`config.mk`:
```
export PLATFORM = sky130hd
export DESIGN_NAME = dmem_arbiter_flat
export DESIGN_NICKNAME = d
export VERILOG_FILES = /design/src/rtl/dmem_arbiter_if.sv /design/src/rtl/dmem_arbiter.sv /design/src/flat_wrapper.sv
export SDC_FILE = /design/constraint.sdc
export NUM_CORES = 1
export LEC_CHECK = 0
export CAP_MARGIN = 10
export CORE_UTILIZATION = 38
export DETAILED_ROUTE_END_ITERATION = 12
export PLACE_DENSITY = 0.77
export SLEW_MARGIN = 25
export SYNTH_ARGS = -nofsm -noshare
export SYNTH_HDL_FRONTEND = slang
export SYNTH_SLANG_ARGS = --single-unit
```
`constraint.sdc`:
```
create_clock -name clk -period 2.01 [get_ports clk]
set_input_delay 0.402 -clock clk [delete_from_list [all_inputs] [get_ports clk]]
set_output_delay 0.402 -clock clk [all_outputs]
set_load 0.005 [all_outputs]
```
`src/rtl/dmem_arbiter_if.sv`:
```
// Requester and memory-side signals of the two-port data memory arbiter.
// slave : arbiter view (requests and mem_rdata in; responses and memory controls out)
// master: environment view (requesters plus data memory), the mirror image of slave
interface dmem_arbiter_if #(
  parameter int unsigned WIDTH  = 32,
  parameter int unsigned ADDR_W = 20
);
  logic              req0;
  logic              req1;
  logic              we0;
  logic              we1;
  logic [ADDR_W-1:0] addr0;
  logic [ADDR_W-1:0] addr1;
  logic [WIDTH-1:0]  wdata0;
  logic [WIDTH-1:0]  wdata1;
  logic [2:0]        funct3_0;
  logic [2:0]        funct3_1;
  logic              resp_valid0;
  logic              resp_valid1;
  logic              resp_err0;
  logic              resp_err1;
  logic [WIDTH-1:0]  rdata0;
  logic [WIDTH-1:0]  rdata1;
  logic [ADDR_W-1:0] mem_addr;
  logic [WIDTH-1:0]  mem_wdata;
  logic              mem_wr;
  logic              mem_rd;
  logic              mem_one_byte;
  logic              mem_two_byte;
  logic              mem_four_bytes;
  logic [WIDTH-1:0]  mem_rdata;

  modport slave (
    input  req0, req1, we0, we1, addr0, addr1, wdata0, wdata1, funct3_0, funct3_1,
    output resp_valid0, resp_valid1, resp_err0, resp_err1, rdata0, rdata1,
    output mem_addr, mem_wdata, mem_wr, mem_rd, mem_one_byte, mem_two_byte, mem_four_bytes,
    input  mem_rdata
  );

  modport master (
    output req0, req1, we0, we1, addr0, addr1, wdata0, wdata1, funct3_0, funct3_1,
    input  resp_valid0, resp_valid1, resp_err0, resp_err1, rdata0, rdata1,
    input  mem_addr, mem_wdata, mem_wr, mem_rd, mem_one_byte, mem_two_byte, mem_four_bytes,
    output mem_rdata
  );
endinterface

```
`src/rtl/dmem_arbiter.sv`:
```
// Two-port round-robin arbiter and sequencer for the byte-addressed data memory.
// Ports: clk, rst (synchronous, active-high), bus (dmem_arbiter_if.slave):
//   req/we/addr/wdata/funct3 per port in, resp_valid/resp_err/rdata per port out,
//   mem_addr/mem_wdata/mem_wr/mem_rd/size selects out, mem_rdata in.
// One access in flight; every output is a register.
module dmem_arbiter #(
  parameter int unsigned WIDTH  = 32,
  parameter int unsigned ADDR_W = 20
) (
  input logic           clk,
  input logic           rst,
  dmem_arbiter_if.slave bus
);

  typedef enum logic [1:0] {IDLE, ISSUE, CAPTURE, RESP} state_t;

  state_t            state_q, state_d;
  logic              ptr_q, ptr_d;
  logic              port_q, port_d;
  logic              we_q, we_d;
  logic [2:0]        f3_q, f3_d;
  logic [1:0]        resp_valid_q, resp_valid_d;
  logic [1:0]        resp_err_q, resp_err_d;
  logic [WIDTH-1:0]  rdata0_q, rdata0_d;
  logic [WIDTH-1:0]  rdata1_q, rdata1_d;
  logic [ADDR_W-1:0] mem_addr_q, mem_addr_d;
  logic [WIDTH-1:0]  mem_wdata_q, mem_wdata_d;
  logic              mem_wr_q, mem_wr_d;
  logic              mem_rd_q, mem_rd_d;
  logic              one_q, one_d;
  logic              two_q, two_d;
  logic              four_q, four_d;

  logic              sel_port;
  logic              sel_we;
  logic [ADDR_W-1:0] sel_addr;
  logic [WIDTH-1:0]  sel_wdata;
  logic [2:0]        sel_f3;

  // Size/alignment legality of a request
  function automatic logic is_legal(input logic we, input logic [2:0] f3, input logic [1:0] a);
    logic ok;
    case (f3)
      3'b000:  ok = 1'b1;
      3'b100:  ok = !we;
      3'b001:  ok = !a[0];
      3'b101:  ok = !we && !a[0];
      3'b010:  ok = (a == 2'b00);
      default: ok = 1'b0;
    endcase
    return ok;
  endfunction

  // Load data extension; memory returns the addressed unit in the low bits
  function automatic logic [WIDTH-1:0] extend(input logic [2:0] f3, input logic [WIDTH-1:0] d);
    logic [WIDTH-1:0] r;
    case (f3)
      3'b000:  r = {{(WIDTH-8){d[7]}}, d[7:0]};
      3'b100:  r = {{(WIDTH-8){1'b0}}, d[7:0]};
      3'b001:  r = {{(WIDTH-16){d[15]}}, d[15:0]};
      3'b101:  r = {{(WIDTH-16){1'b0}}, d[15:0]};
      default: r = d;
    endcase
    return r;
  endfunction

  // Grant: pointer breaks ties, otherwise whichever port is requesting
  always_comb begin
    sel_port  = (bus.req0 && bus.req1) ? ptr_q : bus.req1;
    sel_we    = sel_port ? bus.we1      : bus.we0;
    sel_addr  = sel_port ? bus.addr1    : bus.addr0;
    sel_wdata = sel_port ? bus.wdata1   : bus.wdata0;
    sel_f3    = sel_port ? bus.funct3_1 : bus.funct3_0;
  end

  // Next state and next registered outputs
  always_comb begin
    state_d      = state_q;
    ptr_d        = ptr_q;
    port_d       = port_q;
    we_d         = we_q;
    f3_d         = f3_q;
    resp_valid_d = 2'b00;
    resp_err_d   = 2'b00;
    rdata0_d     = rdata0_q;
    rdata1_d     = rdata1_q;
    mem_addr_d   = mem_addr_q;
    mem_wdata_d  = mem_wdata_q;
    mem_wr_d     = 1'b0;
    mem_rd_d     = 1'b0;
    one_d        = 1'b0;
    two_d        = 1'b0;
    four_d       = 1'b0;

    case (state_q)
      IDLE: begin
        if (bus.req0 || bus.req1) begin
          port_d = sel_port;
          we_d   = sel_we;
          f3_d   = sel_f3;
          if (is_legal(sel_we, sel_f3, sel_addr[1:0])) begin
            state_d     = ISSUE;
            mem_addr_d  = sel_addr;
            mem_wdata_d = sel_wdata;
            mem_wr_d    = sel_we;
            mem_rd_d    = !sel_we;
            one_d       = (sel_f3[1:0] == 2'b00);
            two_d       = (sel_f3[1:0] == 2'b01);
            four_d      = (sel_f3[1:0] == 2'b10);
          end else begin
            // Rejected without touching memory
            state_d                = RESP;
            resp_valid_d[sel_port] = 1'b1;
            resp_err_d[sel_port]   = 1'b1;
            if (sel_port) rdata1_d = '0;
            else          rdata0_d = '0;
          end
        end
      end
      ISSUE: begin
        if (we_q) begin
          state_d              = RESP;
          resp_valid_d[port_q] = 1'b1;
          if (port_q) rdata1_d = '0;
          else        rdata0_d = '0;
        end else begin
          state_d = CAPTURE;
        end
      end
      CAPTURE: begin
        state_d              = RESP;
        resp_valid_d[port_q] = 1'b1;
        if (port_q) rdata1_d = extend(f3_q, bus.mem_rdata);
        else        rdata0_d = extend(f3_q, bus.mem_rdata);
      end
      RESP: begin
        ptr_d   = !port_q;
        state_d = IDLE;
      end
      default: state_d = IDLE;
    endcase
  end

  // State and output registers
  always_ff @(posedge clk) begin
    if (rst) begin
      state_q      <= IDLE;
      ptr_q        <= 1'b0;
      port_q       <= 1'b0;
      we_q         <= 1'b0;
      f3_q         <= 3'b000;
      resp_valid_q <= 2'b00;
      resp_err_q   <= 2'b00;
      rdata0_q     <= '0;
      rdata1_q     <= '0;
      mem_addr_q   <= '0;
      mem_wdata_q  <= '0;
      mem_wr_q     <= 1'b0;
      mem_rd_q     <= 1'b0;
      one_q        <= 1'b0;
      two_q        <= 1'b0;
      four_q       <= 1'b0;
    end else begin
      state_q      <= state_d;
      ptr_q        <= ptr_d;
      port_q       <= port_d;
      we_q         <= we_d;
      f3_q         <= f3_d;
      resp_valid_q <= resp_valid_d;
      resp_err_q   <= resp_err_d;
      rdata0_q     <= rdata0_d;
      rdata1_q     <= rdata1_d;
      mem_addr_q   <= mem_addr_d;
      mem_wdata_q  <= mem_wdata_d;
      mem_wr_q     <= mem_wr_d;
      mem_rd_q     <= mem_rd_d;
      one_q        <= one_d;
      two_q        <= two_d;
      four_q       <= four_d;
    end
  end

  assign bus.resp_valid0    = resp_valid_q[0];
  assign bus.resp_valid1    = resp_valid_q[1];
  assign bus.resp_err0      = resp_err_q[0];
  assign bus.resp_err1      = resp_err_q[1];
  assign bus.rdata0         = rdata0_q;
  assign bus.rdata1         = rdata1_q;
  assign bus.mem_addr       = mem_addr_q;
  assign bus.mem_wdata      = mem_wdata_q;
  assign bus.mem_wr         = mem_wr_q;
  assign bus.mem_rd         = mem_rd_q;
  assign bus.mem_one_byte   = one_q;
  assign bus.mem_two_byte   = two_q;
  assign bus.mem_four_bytes = four_q;

endmodule

```
`src/flat_wrapper.sv`:
```
// flat-port wrapper written by rule: the top's interface ports become plain ports
module dmem_arbiter_flat 
#(
  parameter int unsigned WIDTH  = 32,
  parameter int unsigned ADDR_W = 20
)
  (clk, rst, bus_req0, bus_req1, bus_we0, bus_we1, bus_addr0, bus_addr1, bus_wdata0, bus_wdata1, bus_funct3_0, bus_funct3_1, bus_resp_valid0, bus_resp_valid1, bus_resp_err0, bus_resp_err1, bus_rdata0, bus_rdata1, bus_mem_addr, bus_mem_wdata, bus_mem_wr, bus_mem_rd, bus_mem_one_byte, bus_mem_two_byte, bus_mem_four_bytes, bus_mem_rdata);
  dmem_arbiter_if #(.WIDTH(WIDTH), .ADDR_W(ADDR_W)) bus_i ();
  input logic clk;
  input logic rst;
  input wire logic [$bits(bus_i.req0)-1:0] bus_req0;
  input wire logic [$bits(bus_i.req1)-1:0] bus_req1;
  input wire logic [$bits(bus_i.we0)-1:0] bus_we0;
  input wire logic [$bits(bus_i.we1)-1:0] bus_we1;
  input wire logic [$bits(bus_i.addr0)-1:0] bus_addr0;
  input wire logic [$bits(bus_i.addr1)-1:0] bus_addr1;
  input wire logic [$bits(bus_i.wdata0)-1:0] bus_wdata0;
  input wire logic [$bits(bus_i.wdata1)-1:0] bus_wdata1;
  input wire logic [$bits(bus_i.funct3_0)-1:0] bus_funct3_0;
  input wire logic [$bits(bus_i.funct3_1)-1:0] bus_funct3_1;
  output wire logic [$bits(bus_i.resp_valid0)-1:0] bus_resp_valid0;
  output wire logic [$bits(bus_i.resp_valid1)-1:0] bus_resp_valid1;
  output wire logic [$bits(bus_i.resp_err0)-1:0] bus_resp_err0;
  output wire logic [$bits(bus_i.resp_err1)-1:0] bus_resp_err1;
  output wire logic [$bits(bus_i.rdata0)-1:0] bus_rdata0;
  output wire logic [$bits(bus_i.rdata1)-1:0] bus_rdata1;
  output wire logic [$bits(bus_i.mem_addr)-1:0] bus_mem_addr;
  output wire logic [$bits(bus_i.mem_wdata)-1:0] bus_mem_wdata;
  output wire logic [$bits(bus_i.mem_wr)-1:0] bus_mem_wr;
  output wire logic [$bits(bus_i.mem_rd)-1:0] bus_mem_rd;
  output wire logic [$bits(bus_i.mem_one_byte)-1:0] bus_mem_one_byte;
  output wire logic [$bits(bus_i.mem_two_byte)-1:0] bus_mem_two_byte;
  output wire logic [$bits(bus_i.mem_four_bytes)-1:0] bus_mem_four_bytes;
  input wire logic [$bits(bus_i.mem_rdata)-1:0] bus_mem_rdata;
  assign bus_i.req0 = bus_req0;
  assign bus_i.req1 = bus_req1;
  assign bus_i.we0 = bus_we0;
  assign bus_i.we1 = bus_we1;
  assign bus_i.addr0 = bus_addr0;
  assign bus_i.addr1 = bus_addr1;
  assign bus_i.wdata0 = bus_wdata0;
  assign bus_i.wdata1 = bus_wdata1;
  assign bus_i.funct3_0 = bus_funct3_0;
  assign bus_i.funct3_1 = bus_funct3_1;
  assign bus_resp_valid0 = bus_i.resp_valid0;
  assign bus_resp_valid1 = bus_i.resp_valid1;
  assign bus_resp_err0 = bus_i.resp_err0;
  assign bus_resp_err1 = bus_i.resp_err1;
  assign bus_rdata0 = bus_i.rdata0;
  assign bus_rdata1 = bus_i.rdata1;
  assign bus_mem_addr = bus_i.mem_addr;
  assign bus_mem_wdata = bus_i.mem_wdata;
  assign bus_mem_wr = bus_i.mem_wr;
  assign bus_mem_rd = bus_i.mem_rd;
  assign bus_mem_one_byte = bus_i.mem_one_byte;
  assign bus_mem_two_byte = bus_i.mem_two_byte;
  assign bus_mem_four_bytes = bus_i.mem_four_bytes;
  assign bus_i.mem_rdata = bus_mem_rdata;
  dmem_arbiter #(.WIDTH(WIDTH), .ADDR_W(ADDR_W)) u_core (.clk(clk), .rst(rst), .bus(bus_i));
endmodule
```
==> reports/results.txt <==
The flow ran to the end, and the final reports show no timing, DRC or antenna violations. The count of cells in the finished layout, fillers not included, comes to 1,171. The run gives 1,259 as the total of fill cells in the finished design.

For this design the top-level I/O count stands at 273. Across every metal layer, demand over resource in global routing totals 24.7%. The clock period could shrink to 1.97 ns. In this run the clock root is driven by a sky130_fd_sc_hd__clkbuf_16. For the count of max-cap constraint violations, the log shows 0.

Number of clock sinks: 133. Of all nets on the critical path, the largest fanout is 12. The total net switching power is 0.00400 W.

The number of placement rows was 45; the worst-skew pair later-pin latency was 0.41 ns. The worst setup path is captured at a flop. The cell area that synthesis handed to floorplanning was 6020 um^2.

The tools report the internal cell power as 0.00784 W. For the final-layout worst hold slack, the log shows 0.353 ns. After detailed routing, the average wire length per cell comes to 17.7 um. The arrival time of the worst setup path came out at 2.29 ns.

The worst reg2reg path depth was 8; the number of buffers on the longest clock path was 2. The synthesized instance count was 662; the post-route cell area was 10,100 um^2. The class of the most critical setup path was input pin to flop. The die is 128 um wide. The routed design has 20,700 um of wire. The final max-slew violation count is 0, and the height of the chip is 128 um.

The post-synthesis average cell area came out at 9.10 um^2. Setup violations remaining at the end of the flow were counted as 0. The tools report the cell area reported after detailed placement as 9260 um^2.

The worst hold path begins at bus_addr0[1]. The H-tree was split into 4 levels. The slew at the pin closest to its max-slew limit was 0.602 ns; the total instance count after detailed placement was 1,130. Entering global routing, the biggest net connects 135 pins. The worst register-to-register path has a setup slack of 0.12 ns. The worst setup path is launched from an input pin. The via count of the first global-routing pass was 6,122; the number of buffers inserted by port buffering was 272.

The final hold violation count was 0. In this run the standard cell core region covers 15,300 um^2. After clock tree synthesis, the clock-pin slew on the worst setup and hold paths is 0.06 ns.

For this run, the detailed router's first-pass iteration total came to 5. For the maximum operating frequency, the log shows 507 MHz. Once the floorplan was initialized, standard cells occupied 39.3% of the core. Starting DRC count in detailed routing: 382. Counting every net in the synthesized netlist gives 816. Across the routed clock network, the largest skew measured is 0.00734 ns. The path class of the tightest hold or removal check is input pin to flop. The critical register-to-register path startpoint was u_core.state_q[0]$_SDFFE_PP0P_.

Detailed placement ended at an HPWL of 13,800 um. The tools report the global-route wire length before repair as 31,700 um. Counting distinct cell types in the post-synthesis netlist gives 39. In the detailed route, the total length drawn on met2 is 10,000 um. The length of routed wiring on met1 was 8360 um.

The run gives 1810 um as the sum of met3 wire segment lengths after detailed routing. The headroom to the max-slew limit is 59.9%. The number of synthesized register bits is 133, and the share of final-layout standard cells stronger than drive strength 1 is 11.4%. The cell depth of the worst min-delay path was 3; the worst path required time was 2.33 ns. The post-route antenna net violation count was 0; the global route total overflow was 0.

The number of antenna violations at the first check in global routing came out at 0. In the routed design, unresolved DRC markers number 0. Area of the die: 16,400 um^2. Detail-routed via count per cell: 5.26.

The proportion of power drawn by the clock network came out at 24.1%. For the number of buffers inserted during clock tree synthesis, the log shows 17. TritonCTS built the clock tree. The detailed router used layers up to and including met4.

IR analysis of the VDD net gives a maximum drop of 608 uV. The run gives 44.2% as the sequential fraction of the synthesis area. The path with the worst hold slack has its endpoint at u_core.bus.mem_addr[1]$_SDFFE_PP0P_.

The post-synthesis to final-layout area growth is 67.6%. Of the total power, registers draw 29.8%. Combinational logic is responsible for 46.1% of the overall power. The post-route fraction of the period consumed by the critical path works out to 98.1%.

Summing over every cut layer, the via total after detailed routing is 6,159. The Yosys step of the flow raised 0 warnings. The number of antenna diodes in the final layout is 0.

Power per unit of standard cell area: 1170 nW/um^2. The congestion estimate from routability-driven global placement came to 0.829. The total number of nets in the final design came out at 1,102.

Net switching is 33.8% of the power. The worst register-to-register path ends at u_core.bus.rdata1[30]$_SDFFE_PP0P_. The analysis attributes to cell leakage a power of 3.84 nW.
repair_timing:
item,4_1_cts,5_1_grt
gates cloned,1,5
setup endpoints to repair,75,110
resized for setup,9,23
endpoints found under the hold margin,0,0
pin swaps,1,9
hold buffers,0,0
setup buffers,2,2
critical path, cell delays in order:
cell                              delay [ns]
sky130_fd_sc_hd__clkdlybuf4s50_1        0.55
sky130_fd_sc_hd__a221oi_2               0.07
sky130_fd_sc_hd__nand4b_1               0.28
sky130_fd_sc_hd__buf_6                  0.19
sky130_fd_sc_hd__a211oi_4               0.26
sky130_fd_sc_hd__buf_6                  0.15
sky130_fd_sc_hd__buf_12                 0.15
sky130_fd_sc_hd__mux2i_1                0.23
worst max path at each step:
stage,startpoint,end,slack (ns),cells past startpoint
floorplan,u_core.state_q[1]$_SDFFE_PP0P_,u_core.bus.rdata0[10]$_SDFFE_PP0P_,0.11,8
finish,bus_funct3_1[1],u_core.bus.rdata1[30]$_SDFFE_PP0P_,0.04,8
global placement,bus_funct3_0[0],u_core.bus.mem_addr[6]$_SDFFE_PP0P_,-0.53,7
detailed placement,bus_funct3_0[0],u_core.bus.mem_addr[2]$_SDFFE_PP0P_,-0.57,7
global route,bus_we1,u_core.bus.rdata1[23]$_SDFFE_PP0P_,-0.004,8
CTS,bus_funct3_1[0],u_core.bus.mem_wdata[13]$_SDFFE_PP0P_,0.005,7
cell usage after synthesis:
| master | n | share of area [%] |
|---|---|---|
| sky130_fd_sc_hd__nand2_1 | 115 | 7.2 |
| sky130_fd_sc_hd__clkbuf_1 | 44 | 2.7 |
| sky130_fd_sc_hd__or4_1 | 1 | 0.12 |
| sky130_fd_sc_hd__o21bai_1 | 2 | 0.25 |
| sky130_fd_sc_hd__and3_1 | 2 | 0.21 |
| sky130_fd_sc_hd__o41ai_1 | 1 | 0.15 |
| sky130_fd_sc_hd__a31oi_1 | 52 | 5.4 |
| sky130_fd_sc_hd__a221oi_1 | 2 | 0.29 |
| sky130_fd_sc_hd__a211oi_1 | 5 | 0.62 |
| sky130_fd_sc_hd__inv_1 | 3 | 0.19 |
| sky130_fd_sc_hd__nor4_1 | 4 | 0.42 |
| sky130_fd_sc_hd__nor3b_1 | 2 | 0.25 |
| sky130_fd_sc_hd__a311oi_1 | 53 | 7.7 |
| sky130_fd_sc_hd__buf_2 | 8 | 0.66 |
| sky130_fd_sc_hd__buf_1 | 2 | 0.12 |
| sky130_fd_sc_hd__buf_4 | 9 | 1.1 |
| sky130_fd_sc_hd__a2111o_1 | 1 | 0.19 |
| sky130_fd_sc_hd__and2_1 | 1 | 0.10 |
| sky130_fd_sc_hd__ha_1 | 6 | 1.2 |
| sky130_fd_sc_hd__nand2b_1 | 82 | 8.5 |
| sky130_fd_sc_hd__nor2b_1 | 2 | 0.21 |
| sky130_fd_sc_hd__a22oi_1 | 1 | 0.12 |
| sky130_fd_sc_hd__o22a_1 | 3 | 0.44 |
| sky130_fd_sc_hd__nand3_1 | 17 | 1.4 |
| sky130_fd_sc_hd__mux2_2 | 2 | 0.37 |
| sky130_fd_sc_hd__a211o_1 | 1 | 0.15 |
| sky130_fd_sc_hd__a211oi_2 | 1 | 0.21 |
| sky130_fd_sc_hd__o21a_1 | 9 | 1.1 |
| sky130_fd_sc_hd__nand4b_1 | 2 | 0.29 |
| sky130_fd_sc_hd__nor3_1 | 3 | 0.25 |
| sky130_fd_sc_hd__nand3b_1 | 1 | 0.12 |
| sky130_fd_sc_hd__o21ai_0 | 9 | 0.75 |
| sky130_fd_sc_hd__nor2_1 | 8 | 0.50 |
| sky130_fd_sc_hd__nor4b_1 | 1 | 0.15 |
| sky130_fd_sc_hd__dfxtp_1 | 133 | 44 |
| sky130_fd_sc_hd__a21oi_1 | 1 | 0.083 |
| sky130_fd_sc_hd__mux2i_1 | 69 | 11 |
| sky130_fd_sc_hd__a2111oi_0 | 1 | 0.15 |
| sky130_fd_sc_hd__buf_6 | 3 | 0.56 |
state kept, by name, indices dropped and copies added, names as in the netlist, 2 cells and up:
| name | count |
|---|---|
| u_core.bus.mem_addr | 20 |
| u_core.bus.mem_wdata | 32 |
| u_core.bus.rdata0 | 32 |
| u_core.bus.rdata1 | 32 |
| u_core.f3_q | 3 |
| u_core.resp_err_q | 2 |
| u_core.resp_valid_q | 2 |
| u_core.state_q | 2 |
placed cells by master, fill, tap and decap left out, drive strengths merged, types with 2 or more instances in the layout:
| cell type | n |
|---|---|
| a211oi | 6 |
| a221oi | 2 |
| a311oi | 53 |
| a31oi | 52 |
| and3 | 2 |
| buf | 58 |
| clkbuf | 22 |
| clkdlybuf4s50 | 261 |
| clkinv | 9 |
| clkinvlp | 2 |
| dfxtp | 133 |
| dlymetal6s2s | 10 |
| ha | 6 |
| inv | 4 |
| mux2 | 2 |
| mux2i | 69 |
| nand2 | 115 |
| nand2b | 82 |
| nand3 | 17 |
| nand4b | 2 |
| nor2 | 8 |
| nor2b | 2 |
| nor3 | 3 |
| nor3b | 2 |
| nor4 | 4 |
| o21a | 9 |
| o21ai | 9 |
| o21bai | 2 |
| o22a | 3 |
routing by layer:
layer | vias to the layer above | GRT usage [%]
li1 | 2963 | -
met1 | 2880 | 29.7
met2 | 278 | 40.8
met3 | 38 | 8.26
met4 | 0 | 9.62
met5 | - | 0
stage by stage:
stage               TNS (ns)  utilization [%]  worst slack (ns)  total power, W
floorplan                  0                -             0.111         0.00624
global placement      -49.80             60.5            -0.525         0.00851
detailed placement    -54.35             60.5            -0.573         0.00857
CTS                        0             64.5           0.00460          0.0116
global route        -0.00442             65.9          -0.00387          0.0125
finish                     0             65.9            0.0387          0.0118
cell families (layout without fill, tap and decap cells):
logic type / after synthesis / in the layout / share of synthesized area, %
compound gates: 142 / 142 / 17.6
fa+ha+maj: 6 / 6 / 1.25
buf+inv: 69 / 367 / 5.40
flops: 133 / 133 / 44.2
mux: 71 / 71 / 11.8
simple gates: 241 / 241 / 19.7
power groups by stage:
stage	logic, W	registers (W)	clock network [W]
floorplan	0.00270	0.00354	0
global placement	0.00496	0.00355	0
detailed placement	0.00500	0.00357	0
CTS	0.00513	0.00352	0.00291
global route	0.00584	0.00359	0.00302
finish	0.00546	0.00353	0.00285
layout make-up:
class / count / area [um^2] / area share (%)
clock buffer: 18 / 429 / 4.25
clock inverter: 13 / 110 / 1.09
inverter: 3 / 11.3 / 0.112
multi-input combinational: 460 / 3120 / 30.9
sequential: 133 / 2660 / 26.4
tap: 211 / 264 / 2.62
timing repair buffer: 333 / 3490 / 34.6
Note: power is estimated with default switching activity, not from simulation.
